$ cat src/rtl/input_memory_node_pkg.sv
// input_memory_node_pkg: OBI types, FSM encoding and sizing helpers for input_memory_node
//   obi_req_t / obi_resp_t : OBI master request / response bundles
//   imn_state_e            : S_IDLE=00, S_MREQ=01, S_DRAIN=10, S_DONE=11
//   imn_fifo_ptr_w(depth)  : pointer/usage width, $clog2(depth)+1
//   imn_words(size)        : ceil(size/4) as a 15-bit word count
package input_memory_node_pkg;
  typedef struct packed {
    logic        req;
    logic        we;
    logic [3:0]  be;
    logic [31:0] addr;
    logic [31:0] wdata;
  } obi_req_t;
  typedef struct packed {
    logic        gnt;
    logic        rvalid;
    logic [31:0] rdata;
  } obi_resp_t;
  typedef enum logic [1:0] {
    S_IDLE  = 2'b00,
    S_MREQ  = 2'b01,
    S_DRAIN = 2'b10,
    S_DONE  = 2'b11
  } imn_state_e;
  localparam int unsigned IMN_WORD_BYTES = 4;
  function automatic int unsigned imn_fifo_ptr_w(int unsigned depth);
    return $clog2(depth) + 1;
  endfunction
  // 0xFFFF rounds up to 16384, which still fits in 15 bits
  function automatic logic [14:0] imn_words(logic [15:0] size);
    return 15'((17'(size) + 17'd3) >> 2);
  endfunction
endpackage

$ cat src/rtl/input_memory_node_fifo.sv
// imn_fifo: synchronous-reset data FIFO for input_memory_node
//   clk_i, rst_ni   : clock, synchronous active-low reset
//   push_i, data_i  : write strobe and data (accepted when not full, or when full with a pop)
//   pop_i           : read strobe (ignored when empty)
//   data_o          : head entry, valid while !empty_o
//   full_o, empty_o : status flags
//   usage_o         : number of stored entries
module imn_fifo import input_memory_node_pkg::*; #(
  parameter int unsigned DEPTH = 4,
  localparam int unsigned PW = imn_fifo_ptr_w(DEPTH)
) (
  input  logic          clk_i,
  input  logic          rst_ni,
  input  logic          push_i,
  input  logic [31:0]   data_i,
  input  logic          pop_i,
  output logic [31:0]   data_o,
  output logic          full_o,
  output logic          empty_o,
  output logic [PW-1:0] usage_o
);
  localparam int unsigned AW = PW - 1;
  logic [31:0]   mem_q [DEPTH];
  logic [PW-1:0] wptr_q, wptr_d, rptr_q, rptr_d;
  logic          do_push, do_pop;
  assign usage_o = wptr_q - rptr_q;
  assign full_o  = usage_o == PW'(DEPTH);
  assign empty_o = usage_o == '0;
  assign do_pop  = pop_i & ~empty_o;
  assign do_push = push_i & (~full_o | do_pop);
  assign data_o  = mem_q[rptr_q[AW-1:0]];
  always_comb begin
    wptr_d = wptr_q + PW'(do_push);
    rptr_d = rptr_q + PW'(do_pop);
  end
  always_ff @(posedge clk_i) begin
    if (!rst_ni) begin
      wptr_q <= '0;
      rptr_q <= '0;
    end else begin
      wptr_q <= wptr_d;
      rptr_q <= rptr_d;
    end
  end
  always_ff @(posedge clk_i) if (do_push) mem_q[wptr_q[AW-1:0]] <= data_i;
endmodule

$ cat src/rtl/input_memory_node.sv
// input_memory_node: streams a contiguous block of words from memory over OBI into the fabric
//   clk_i, rst_ni             : clock, synchronous active-low reset
//   execute_i / done_o        : start (sampled in S_IDLE) / sticky completion
//   input_addr_i, input_size_i: base byte address and block size in bytes
//   input_stride_i            : byte stride, present only with INPUT_MEMORY_NODE_STRIDE_EN
//   masters_req_o/resp_i      : OBI read master
//   dout_o, dout_v_o, dout_r_i: FIFO head to the fabric with valid/ready
// Optional feature macro: INPUT_MEMORY_NODE_STRIDE_EN (address increment = stride instead of 4)
module input_memory_node import input_memory_node_pkg::*; #(
  parameter int unsigned FIFO_DEPTH      = 4,
  parameter int unsigned MAX_OUTSTANDING = 2
) (
  input  logic        clk_i,
  input  logic        rst_ni,
  input  logic        execute_i,
  output logic        done_o,
  input  logic [31:0] input_addr_i,
  input  logic [15:0] input_size_i,
`ifdef INPUT_MEMORY_NODE_STRIDE_EN
  input  logic [15:0] input_stride_i,
`endif
  output obi_req_t    masters_req_o,
  input  obi_resp_t   masters_resp_i,
  output logic [31:0] dout_o,
  output logic        dout_v_o,
  input  logic        dout_r_i
);
  localparam int unsigned IMN_FIFO_PTR_W = imn_fifo_ptr_w(FIFO_DEPTH);
  localparam int unsigned CW = IMN_FIFO_PTR_W + 1;
  imn_state_e                state_q, state_d;
  logic [31:0]               base_q, base_d, offset_q, offset_d, inc;
  logic [14:0]               words_q, words_d, issued_q, issued_d, received_q, received_d;
  logic [IMN_FIFO_PTR_W-1:0] outst_q, outst_d, fifo_usage;
  logic [CW-1:0]             credit;
  logic                      fifo_empty, fifo_full, req, gnt, rv_ok, push, pop;
`ifdef INPUT_MEMORY_NODE_STRIDE_EN
  logic [15:0]               stride_q, stride_d;
  assign inc = {16'b0, stride_q};
`else
  assign inc = 32'(IMN_WORD_BYTES);
`endif
  // Credit = buffered + in-flight words; only pops lower it, so a raised req holds until gnt
  assign credit = {1'b0, fifo_usage} + {1'b0, outst_q};
  assign req    = (state_q == S_MREQ) && (issued_q < words_q)
                  && (outst_q < IMN_FIFO_PTR_W'(MAX_OUTSTANDING)) && (credit < CW'(FIFO_DEPTH));
  assign gnt    = req & masters_resp_i.gnt;
  // Responses outside an active transfer (e.g. after a mid-run reset) are dropped
  assign rv_ok  = masters_resp_i.rvalid & ((state_q == S_MREQ) | (state_q == S_DRAIN));
  assign pop    = dout_v_o & dout_r_i;
  assign push   = rv_ok & (~fifo_full | pop);
  assign done_o   = state_q == S_DONE;
  assign dout_v_o = ~fifo_empty;
  assign masters_req_o = '{req: req, we: 1'b0, be: 4'b1111, addr: base_q + offset_q, wdata: 32'h0};
  always_comb begin
    state_d    = state_q;
    base_d     = base_q;
    words_d    = words_q;
    issued_d   = issued_q + 15'(gnt);
    received_d = received_q + 15'(push);
    offset_d   = gnt ? offset_q + inc : offset_q;
    outst_d    = outst_q + IMN_FIFO_PTR_W'(gnt) - IMN_FIFO_PTR_W'(push);
`ifdef INPUT_MEMORY_NODE_STRIDE_EN
    stride_d   = stride_q;
`endif
    case (state_q)
      S_IDLE: if (execute_i) begin
        state_d    = (input_size_i == 16'd0) ? S_DONE : S_MREQ;
        base_d     = input_addr_i;
        words_d    = imn_words(input_size_i);
        issued_d   = '0;
        received_d = '0;
        offset_d   = '0;
        outst_d    = '0;
`ifdef INPUT_MEMORY_NODE_STRIDE_EN
        stride_d   = input_stride_i;
`endif
      end
      S_MREQ:  if (gnt && issued_d == words_q) state_d = S_DRAIN;
      S_DRAIN: if (received_q == words_q && fifo_empty) state_d = S_DONE;
      default: state_d = state_q;
    endcase
  end
  always_ff @(posedge clk_i) begin
    if (!rst_ni) begin
      state_q    <= S_IDLE;
      base_q     <= '0;
      words_q    <= '0;
      issued_q   <= '0;
      received_q <= '0;
      offset_q   <= '0;
      outst_q    <= '0;
`ifdef INPUT_MEMORY_NODE_STRIDE_EN
      stride_q   <= '0;
`endif
    end else begin
      state_q    <= state_d;
      base_q     <= base_d;
      words_q    <= words_d;
      issued_q   <= issued_d;
      received_q <= received_d;
      offset_q   <= offset_d;
      outst_q    <= outst_d;
`ifdef INPUT_MEMORY_NODE_STRIDE_EN
      stride_q   <= stride_d;
`endif
    end
  end
  imn_fifo #(.DEPTH(FIFO_DEPTH)) u_fifo (
    .clk_i   (clk_i),
    .rst_ni  (rst_ni),
    .push_i  (push),
    .data_i  (masters_resp_i.rdata),
    .pop_i   (pop),
    .data_o  (dout_o),
    .full_o  (fifo_full),
    .empty_o (fifo_empty),
    .usage_o (fifo_usage)
  );
endmodule

$ cat config.mk
export PLATFORM = sky130hd
export DESIGN_NAME = input_memory_node
export DESIGN_NICKNAME = d
export VERILOG_FILES = /design/src/rtl/input_memory_node_pkg.sv /design/src/rtl/input_memory_node_fifo.sv /design/src/rtl/input_memory_node.sv
export SDC_FILE = /design/constraint.sdc
export NUM_CORES = 1
export LEC_CHECK = 0
export ABC_AREA = 1
export BUFFER_PORTS_ARGS = -buffer_cell sky130_fd_sc_hd__buf_2
export CORE_UTILIZATION = 30
export CTS_BUF_LIST = sky130_fd_sc_hd__clkbuf_8
export DETAILED_ROUTE_END_ITERATION = 12
export PLACE_DENSITY = 0.51
export SYNTH_ARGS = -nofsm -noshare
export SYNTH_HDL_FRONTEND = slang
export SYNTH_SLANG_ARGS = --single-unit
$ cat constraint.sdc
create_clock -name clk_i -period 4.6 [get_ports clk_i]
set_input_delay 0.92 -clock clk_i [delete_from_list [all_inputs] [get_ports clk_i]]
set_output_delay 0.92 -clock clk_i [all_outputs]
set_load 0.02 [all_outputs]
# After elaboration in Yosys (flattened, before gate mapping)
# Memories as Yosys holds them, arrays and structs flattened. A register that Yosys moved wholly into a read port is not among the register bits.
# Cells that the tools add are included.
[word_totals] elab_cells=72 ff_bits=120 mem_count=1 out_inout_bits=104 input_bits=86 ramBits=128
[classes] n_mux=17 n_lt_le_gt_ge=3 addsub=11 bitwise=11 reduce_logical=11 eq_ne=9
[memory_table] name="u_fifo.mem_q" words=4 word_bits=32 rd=1 rd_ports_with_merged_regs=1 wr=1 line_no="input_memory_node_fifo.sv:23" text="logic [31:0] mem_q [DEPTH];"
[op_table] operator="$mux 32" count=3
[op_table] operator="$mux 15" count=4
[op_table] operator="$add 32x3->32 const B" count=1
[op_table] operator="$add 32x32->32" count=1
[op_table] operator="$add 15x1->15" count=2
[op_table] operator="$eq 15x15->1" count=2
[op_table] operator="$add 16x2->17 const B" count=1
[op_table] operator="$logic_not 16->1" count=1
[op_table] operator="$lt 15x15->1" count=1
[op_table] operator="$mux 2" count=5
[op_table] operator="$add 3x1->3" count=3
[op_table] operator="$and 1x1->1" count=6
[op_table] operator="$mux 3" count=2
[op_table] operator="$pmux 2 s3" count=1
[op_table] operator="$logic_and 1x1->1" count=5
[op_table] operator="$add 3x3->4" count=1
[op_table] operator="$eq 2x2->1 const B" count=2
[op_table] operator="$lt 4x3->1 const B" count=1
[op_table] operator="$ne 2x1->1 const B" count=2
[op_table] operator="$reduce_and 4->1" count=1
[op_table] operator="$eq 3x3->1 const B" count=1
[op_table] operator="$logic_not 3->1" count=1
[op_table] operator="$lt 3x2->1 const B" count=1
[op_table] operator="$or 1x1->1" count=3
[op_table] operator="other kinds (9)" count=11

# Depth between registers and ports, before layout
# Gate-level depths: netlist of run 1.
[depth] depth_word=10 ltp_mapped=31 ltp_nobuf=30

# Hierarchy
# A second synthesis of run 1 with hierarchy kept.
[unflattened] hier_cells=1464 area_unflattened_um2=12869.8
[modules_own_cells] mod="input_memory_node" seq_area_each_um2=2242.2 area_per_inst_um2=7714.9 n_inst=1 cells_each=1096
[modules_own_cells] mod="imn_fifo" seq_area_each_um2=3963.8 area_per_inst_um2=5154.9 n_inst=1 cells_each=368

# Least setup slack after synthesis of run 1
# OpenSTA, ideal clock, no wires.
[synth_path] kind="register -> register" start="register u_fifo.rptr_q[1]" end="memory u_fifo.mem_q[2][0] (enable)" t_required_ns=4.139 t_arrival_ns=4.105 path_buffers=1 period_less_slack_ns=4.567 setup_time_ns=0.461 path_stages_with_launch=11 setup_slack_ns=0.033 cell_sequence="dfxtp_1 inv_1 clkbuf_1 fa_1 xor2_1 nor2_1 inv_1 nand2_1 nand4_1 nand3_1 nor3_1"
[synth_between] elab_chain_cells=9 elab_cells_between_ends=13 classes_between="1 x add/sub; 1 x eq/ne; 2 x mux; 8 x bitwise; 1 x reduce/logical"
[synth_lines] element="start: declaration" line_no="input_memory_node_fifo.sv:24" text="logic [PW-1:0] wptr_q, wptr_d, rptr_q, rptr_d;"
[synth_lines] element="start signal: assignment" line_no="input_memory_node_fifo.sv:42" text="rptr_q <= rptr_d;"
[synth_lines] element="$sub 3x3->3 (*)" line_no="input_memory_node_fifo.sv:26" text="assign usage_o = wptr_q - rptr_q;"
[synth_lines] element="$logic_not 3->1 (*)" line_no="input_memory_node_fifo.sv:28" text="assign empty_o = usage_o == '0;"
[synth_lines] element="$not 1->1 (*)" line_no="input_memory_node.sv:52" text="assign dout_v_o = ~fifo_empty;"
[synth_lines] element="named net dout_v_o" line_no="input_memory_node.sv:25" text="output logic dout_v_o,"
[synth_lines] element="$and 1x1->1" line_no="input_memory_node.sv:49" text="assign pop = dout_v_o & dout_r_i;"
[synth_lines] element="$or 1x1->1 or $and 1x1->1 (tied branches)" line_no="input_memory_node.sv:50, input_memory_node_fifo.sv:29"
[synth_lines] element="$and 1x1->1 or $or 1x1->1 (tied branches)" line_no="input_memory_node.sv:50, input_memory_node_fifo.sv:30"
[synth_lines] element="$and 1x1->1 (*)" line_no="input_memory_node_fifo.sv:30" text="assign do_push = push_i & (~full_o | do_pop);"
[synth_lines] element="$mux 1 (*)" line_no="input_memory_node_fifo.sv:45" text="always_ff @(posedge clk_i) if (do_push) mem_q[wptr_q[AW-1:0]] <= data_i;"
[synth_lines] element="$mux 1 (implied by the code) (*)" line_no="input_memory_node_fifo.sv:45"
[synth_lines] element="end: declaration" line_no="input_memory_node_fifo.sv:23"
# Mark *: on every way through the listed nets, which the timed path passes. The rest lies on a longest branch.

# Worst setup path in the final report of run 1
[layout_path] start="register u_fifo.wptr_q[0]" end="register state_q[1]"
[layout_between] elab_chain_cells=10 elab_cells_between_ends=13 classes_between="3 x add/sub; 1 x order compare; 3 x eq/ne; 1 x bitwise; 5 x reduce/logical"
[layout_lines] element="start: declaration" line_no="input_memory_node_fifo.sv:24"
[layout_lines] element="start signal: assignment" line_no="input_memory_node_fifo.sv:41" text="wptr_q <= wptr_d;"
[layout_lines] element="$sub 3x3->3 (*)" line_no="input_memory_node_fifo.sv:26"
[layout_lines] element="$add 3x3->4" line_no="input_memory_node.sv:43" text="assign credit = {1'b0, fifo_usage} + {1'b0, outst_q};"
[layout_lines] element="$lt 4x3->1" line_no="input_memory_node.sv:45" text="&& (outst_q < IMN_FIFO_PTR_W'(MAX_OUTSTANDING)) && (credit < CW'(FIFO_DEPTH));"
[layout_lines] element="$logic_and 1x1->1" line_no="input_memory_node.sv:45"
[layout_lines] element="$and 1x1->1" line_no="input_memory_node.sv:46" text="assign gnt = req & masters_resp_i.gnt;"
[layout_lines] element="$add 15x1->15" line_no="input_memory_node.sv:58" text="issued_d = issued_q + 15'(gnt);"
[layout_lines] element="$eq 15x15->1" line_no="input_memory_node.sv:78" text="S_MREQ: if (gnt && issued_d == words_q) state_d = S_DRAIN;"
[layout_lines] element="$logic_and 1x1->1" line_no="input_memory_node.sv:78"
[layout_lines] element="$ne 2x1->1 (no source line)"
[layout_lines] element="$reduce_and 4->1 (no source line) (*)"
[layout_lines] element="end signal: assignment" line_no="input_memory_node.sv:96" text="state_q <= state_d;"
[layout_lines] element="end: declaration" line_no="input_memory_node.sv:30" text="imn_state_e state_q, state_d;"
# Mark *: on every way between the ends. The rest lies on a longest branch, timed or not.
# A chain may end at the register's enable or synchronous reset.

==> results of run 1 <==
[stage by stage]
step | utilization, % | total power [mW] | hold slack, ps
finish | 35.5 | 6.71 | 467
global route | 35.5 | 7.14 | 471
CTS | 35.5 | 6.84 | 445
detailed placement | 33.5 | 4.83 | 450
global placement | 33.5 | 4.82 | 453
floorplan | - | 4.11 | 443
[layer usage]
layer,up-vias,track usage (%)
met2,231,25.1
met4,0,4.88
met3,53,2.72
li1,5133,-
met5,-,0
met1,4785,21.0
[worst max-delay path, delay by kind of cell (launching register included)]
kind	cells	cell delay, ps
simple gates	17	1820
fa+ha+maj	5	1290
xor+xnor	1	210
buf+inv	4	400
flops	1	350
[power by group through the flow]
stage	sequential (mW)	combinational, mW	clock (mW)
CTS	2.68	2.12	2.04
global route	2.70	2.32	2.12
detailed placement	2.73	2.11	0
finish	2.68	2.09	1.95
global placement	2.73	2.09	0
floorplan	2.69	1.42	0
[synth_stat cells, types with 3 or more instances]
library cell and count:
nor2_2 8, ha_1 63, xor2_1 44, o21bai_1 3
inv_1 145, xnor3_1 3, nand2_2 6, nor4_1 7
clkbuf_1 31, o21ai_1 5, o32ai_1 7, dfxtp_1 118
buf_4 40, nor3b_1 3, buf_2 3, o21ai_0 99
inv_2 6, o22ai_1 33, nand3_1 45, nand2_1 202
nor3_1 25, a22o_1 32, or2_2 4, xnor2_1 27
edfxtp_1 128, nor2_1 213, buf_1 4, o21a_1 3
a31oi_1 7, clkinv_1 3, nand4_1 22, a21oi_1 61
[sequential cells by signal, indices dropped and copies added, names as in the netlist]
register	cells
base_q	32
state_q	2
u_fifo.wptr_q	3
received_q	15
words_q	15
issued_q	15
outst_q	3
offset_q	30
u_fifo.rptr_q	3
u_fifo.mem_q	128
[cell families after synthesis]
group | after synthesis | synth area share, %
flip-flops | 246 | 48.5
AO/OA/AOI/OAI | 264 | 12.3
XOR/XNOR | 75 | 5.58
adder cells (fa/ha/maj) | 65 | 6.48
buffers and inverters | 233 | 8.06
other | 2 | 0.0587
AND/OR/NAND/NOR | 550 | 18.9
[cell type report]
cell class                 count  area [um^2]
multi-input combinational    991         5740
fill                        4322        27000
inverter                     155          583
clock buffer                  50          688
timing repair buffer         166          866
clock inverter                29          151
sequential                   246         6210
tap                          539          674
[path summary, 6_finish.rpt]
check,from,to,cells past startpoint
max,u_fifo.wptr_q[0],state_q[1],27
min,base_q[0],base_q[0],1
max reg2reg,u_fifo.wptr_q[0],state_q[1],27
min reg2reg,base_q[0],base_q[0],1
[layout by cell type, fill, tap and decap left out, types with 3 or more instances in the layout]
master,Yosys,layout
nor3b_1,3,3
ha_1,63,61
nor2_4,2,5
nor2_1,213,211
clkbuf_8,0,50
o21ai_1,5,5
nand4_1,22,22
inv_1,145,158
nand2_1,202,202
a21oi_1,61,61
o21bai_1,3,3
clkinv_1,3,9
xnor3_1,3,3
o32ai_1,7,7
buf_4,40,14
clkinv_2,1,5
a31oi_1,7,7
dfxtp_1,118,117
a22o_1,32,32
nor3_1,25,21
nand2_2,6,6
xor2_1,44,43
o22ai_1,33,33
nor3_2,0,4
conb_1,2,37
or2_2,4,4
xnor2_1,27,27
nor4_1,7,7
edfxtp_1,128,128
o21ai_0,99,99
inv_2,6,7
nand3_1,45,45
o21a_1,3,3
buf_2,3,152
nor2_2,8,7
==> impl_metrics.json, run 1 <==
{
  "clk_pin_slew_worst_paths_ps": 60,
  "cts_tree": "yes",
  "dp_cells": 2097,
  "cp-start-kind": "flop",
  "root_buffer": "clkbuf_8",
  "ys_types": 57,
  "yosysTopAreaCell": "edfxtp_1",
  "place_congestion": 0.872,
  "die_w_um": 208,
  "top_layer": "met4",
  "worst_slew_margin_rel_pct": 40.6,
  "critPathCaptureType": "flop",
  "viasPerCell": 4.69,
  "ios": 190,
  "coreArea_mm2": 0.0419,
  "crit_fanout": 8,
  "p_comb_share_pct": 31.1,
  "yosysSeqAreaShare_pct": 48.5,
  "slowest_delay_ps": 410,
  "ys_ff_latch": 246,
  "overflow": 0,
  "synth_top_area_share_pct": 30.1,
  "design_area_mm2": 0.0149,
  "syn_to_final_growth_pct": 16.6,
  "grt.total_usage_pct": 15.5,
  "yosysWarningCount": 0,
  "rsz0062_at_grt": "false",
  "p_clk_share_pct": 29.0,
  "wl_per_cell_um": 15.6,
  "drt-total-wl_um": 33900,
  "dr.pass1.iters": 5,
  "min_path_type": "reg2reg",
  "grt_start_max_net_pins": 67,
  "min_period_ps": 4200,
  "fmax_mhz": 238,
  "synthesis.area_mm2": 0.0128,
  "worstSetupPathType": "reg2reg",
  "die_area_mm2": 0.0434,
  "synth_edf_count": 128,
  "hold_violations": 0,
  "fin_cells": 2176,
  "intPower_mw": 4.22,
  "cp_slowest_cell": "fa_1",
  "post_cts_resized": 0,
  "place_ws_ps": 221,
  "setup_viol_count_final": 0,
  "clock_sinks": 246,
  "met3_length_um": 1620,
  "run_status": "finished clean",
  "fp.dieH_um": 208,
  "cts_buffer_depth": 3,
  "rows": 75,
  "grt_pass1_vias": 9818,
  "tightestPinTransition_ps": 889,
  "power.switching_mw": 2.49,
  "required_ps": 5080,
  "synth_flop_cell": "edfxtp_1",
  "cpMostUsedCell": "nand2_1",
  "insertion_delay_ps": 620,
  "max-vdd-ir-drop_uv": 217,
  "finClkSkew_ps": 37.8,
  "swShare_pct": 37.1,
  "drive_above_1_share_pct": 16.9,
  "drv_cap": 0,
  "avgSynthCellArea_um2": 8.91,
  "fin_nets": 1755,
  "vias": 10200,
  "drt-met1-wl_um": 16200,
  "synthTopCellsByArea": "edfxtp_1 30%, dfxtp_1 18%, nor2_1 6.3%, ha_1 6.2%, nand2_1 5.9%",
  "ctsHtreeMaxLevel": 2,
  "synth_cells": 1435,
  "share_seq_of_total_power_pct": 39.9,
  "start_util_pct": 30.5,
  "async_flop_share_pct": 0,
  "finalSetupTns_ps": 0,
  "layout_worst_path_cycle_share_pct": 91.3,
  "route.met2.wl_um": 15400,
  "ff2ff_setup_slack_ps": 400,
  "grt_pass1_wl_um": 53200,
  "antenna_left": 0,
  "cts_hold_buf": 0,
  "detail_route.iter0.violations": 523,
  "cts_buffers": 44,
  "power_density_mw_per_mm2": 450,
  "placed_area_mm2": 0.0140,
  "antenna_found_initial": 1,
  "io_buffer_count": 152,
  "layout_setup_ws_ps": 399,
  "drc": 0,
  "cts_setup_buffers": 0,
  "drv_slew": 0,
  "dp_hpwl_um": 23900,
  "crit_arrival_ps": 4680,
  "antennaDiodeCount": 0,
  "leakagePower_nw": 6.32
}
Note: power is estimated with default switching activity, not from simulation.
==> run 2: changes to the inputs <==
--- a/config.mk
+++ b/config.mk
@@ -5,8 +5,9 @@
 export SDC_FILE = /design/constraint.sdc
 export NUM_CORES = 1
 export LEC_CHECK = 0
-export ABC_AREA = 1
+export ABC_AREA = 0
 export BUFFER_PORTS_ARGS = -buffer_cell sky130_fd_sc_hd__buf_2
+export CORE_ASPECT_RATIO = 1.2
 export CORE_UTILIZATION = 30
 export CTS_BUF_LIST = sky130_fd_sc_hd__clkbuf_8
 export DETAILED_ROUTE_END_ITERATION = 12
==> run 2 against run 1 <==
  * First-iteration DRC count is 32% lower
  * Largest power group unchanged
  * Clock skew is 12 ps lower
  * Sequential power hardly changed
  * Wire length is 17% lower
  * Cell count is 19% lower
  * Highest routed layer unchanged
==> impl_metrics.json, run 2 <==
{
  "ys_types": 63,
  "share_seq_of_total_power_pct": 39.6,
  "fmax_mhz": 226,
  "ctsHtreeMaxLevel": 2,
  "yosysWarningCount": 0,
  "grt_pass1_vias": 8200,
  "worstSetupPathType": "reg2reg",
  "dp_cells": 1673,
  "avgSynthCellArea_um2": 11.8,
  "crit_chain": "inv_2 > ha_1 > inv_1 > fa_2 > xnor2_2 > ha_2 > nor4bb_4 > o2111ai_2 > a31oi_2 > nand2_2 > inv_2 > ha_4 > ha_4 > nand4_1 > buf_4 > nor3_2 > and3_4 > mux2i_1 > nor4_1 > o2111ai_1 > a21oi_2 > a21oi_2 > a311oi_1",
  "syn_to_final_growth_pct": 20.7,
  "io_buffer_count": 152,
  "drv_slew": 0,
  "min_period_ps": 4420,
  "fp.dieH_um": 220,
  "p_comb_share_pct": 30.6,
  "worst_slew_margin_rel_pct": 29.8,
  "critPathCaptureType": "flop",
  "place_congestion": 0.811,
  "fin_nets": 1348,
  "leakagePower_nw": 5.64,
  "synth_flop_cell": "edfxtp_1",
  "intPower_mw": 4.49,
  "coreArea_mm2": 0.0388,
  "final_common_cell": "buf_2",
  "rows": 79,
  "dr.pass1.iters": 4,
  "rsz0062_at_grt": "true",
  "layout_setup_ws_ps": 177,
  "ys_ff_latch": 246,
  "crit_arrival_ps": 4910,
  "layout_worst_path_cycle_share_pct": 96.2,
  "antenna_found_initial": 2,
  "viasPerCell": 4.66,
  "cts_tree": "yes",
  "grt.total_usage_pct": 13.9,
  "fin_cells": 1754,
  "synth_edf_count": 128,
  "path_depth": 23,
  "busiest_layer": "met2",
  "cts_hold_buf": 0,
  "async_flop_share_pct": 0,
  "wl_per_cell_um": 16.0,
  "synth.most_common_cell": "edfxtp_1",
  "swShare_pct": 33.5,
  "die_area_mm2": 0.0402,
  "final_cell_mix": "152 x buf_2, 128 x edfxtp_1, 116 x dfxtp_1",
  "clk_pin_slew_worst_paths_ps": 60,
  "crit_family": "simple AND/OR/NAND/NOR gates",
  "cp_slowest_cell": "fa_2",
  "fillers": 3874,
  "synthTopCellsByArea": "edfxtp_1 32%, dfxtp_1 20%, ha_1 6.7%, mux4_2 6.1%, xnor2_1 3.9%",
  "path_buf_inv": 4,
  "die_w_um": 183,
  "power.switching_mw": 2.26,
  "root_buffer": "clkbuf_8",
  "drt-total-wl_um": 28100,
  "synth_top_area_share_pct": 32.5,
  "slowest_delay_ps": 400,
  "gr-usage-met3_pct": 2.76,
  "required_ps": 5080,
  "cp-start-kind": "flop",
  "cts_buffer_depth": 3,
  "max-vdd-ir-drop_uv": 212,
  "finalSetupTns_ps": 0,
  "ios": 190,
  "grt_pass1_wl_um": 43400,
  "run_status": "finished clean",
  "insertion_delay_ps": 580,
  "cts_buffers": 43,
  "synth.top_cells.by_count": "128 x edfxtp_1, 118 x dfxtp_1, 71 x nor2_1, 63 x ha_1, 52 x xnor2_1",
  "antenna_left": 0,
  "synth_cells": 1004,
  "setup_viol_count_final": 0,
  "crit_fanout": 4,
  "min_path_type": "reg2reg",
  "drc": 0,
  "tightestPinTransition_ps": 1050,
  "place_ws_ps": -34.8,
  "grt_start_max_net_pins": 52,
  "clock_sinks": 246,
  "use_met1_pct": 17.3,
  "start_util_pct": 30.5,
  "r2r.worst_path.cells": 23,
  "detail_route.iter0.violations": 356,
  "synthesis.area_mm2": 0.0118,
  "drive_above_1_share_pct": 26.7,
  "yosysSeqAreaShare_pct": 52.5,
  "p_clk_share_pct": 29.8,
  "drv_cap": 0,
  "largest_reg_flops": 128,
  "met2_usage_pct": 23.2,
  "power_density_mw_per_mm2": 473,
  "timing.hold.ws_ps": 480,
  "p_total_mw": 6.75,
  "finClkSkew_ps": 26.3,
  "hold_violations": 0,
  "yosysTopAreaCell": "edfxtp_1",
  "overflow": 0,
  "vias": 8169,
  "hold_path_depth": 1,
  "dp_hpwl_um": 19600
}
## run 2: cell families after synthesis
kind of cell	count (synthesis)	synth area share (%)
multiplexers	35	6.35
XOR/XNOR	103	7.74
flip-flops	246	52.5
AND/OR/NAND/NOR	262	11.6
AO/OA/AOI/OAI	176	9.91
adder cells (fa/ha/maj)	65	7.00
buffers and inverters	115	4.92
other	2	0.0635
## run 2: worst paths after layout
check,startpoint,to,slack (ps)
max,u_fifo.wptr_q[0],state_q[0],180
min,base_q[1],base_q[1],480
max reg2reg,u_fifo.wptr_q[0],state_q[0],180
min reg2reg,base_q[1],base_q[1],480
## run 2: power groups by stage
stage | clock (mW) | combinational [mW] | sequential (mW)
2_1_floorplan | 0 | 1.41 | 2.69
3_3_place_gp | 0 | 2.02 | 2.72
3_5_place_dp | 0 | 2.03 | 2.72
4_1_cts | 2.10 | 2.05 | 2.68
5_1_grt | 2.18 | 2.27 | 2.70
6_report | 2.01 | 2.06 | 2.67
## run 2: layer usage
layer  part of all wire (%)  wire length (um)
met1                     45             12600
met2                     47             13100
met3                    5.0              1410
met4                    3.5               995
met5                      0                 0
## run 2: repair_timing
item	4_1_cts	5_1_grt
setup buffers	2	3
hold endpoints to repair	0	0
pin swaps	4	18
endpoints found under the setup margin	4	6
resized for setup	3	27
## run 2: area by class of cell
| class | count | area (um^2) | area share (%) |
|---|---|---|---|
| sequential | 246 | 6210 | 43.5 |
| multi-input combinational | 678 | 5390 | 37.7 |
| timing repair buffer | 184 | 1000 | 7.01 |
| clock buffer | 48 | 661 | 4.63 |
| tap | 526 | 658 | 4.61 |
| clock inverter | 25 | 188 | 1.31 |
| inverter | 44 | 165 | 1.16 |
| antenna | 3 | 7.51 | 0.0526 |
## run 2: stage by stage
step / cell area, um^2 / util [%]
4_1_cts: 14100 / 36.3
2_1_floorplan: 12000 / -
6_report: 14300 / 36.7
3_3_place_gp: 13200 / 34.1
3_5_place_dp: 13200 / 34.1
5_1_grt: 14300 / 36.7
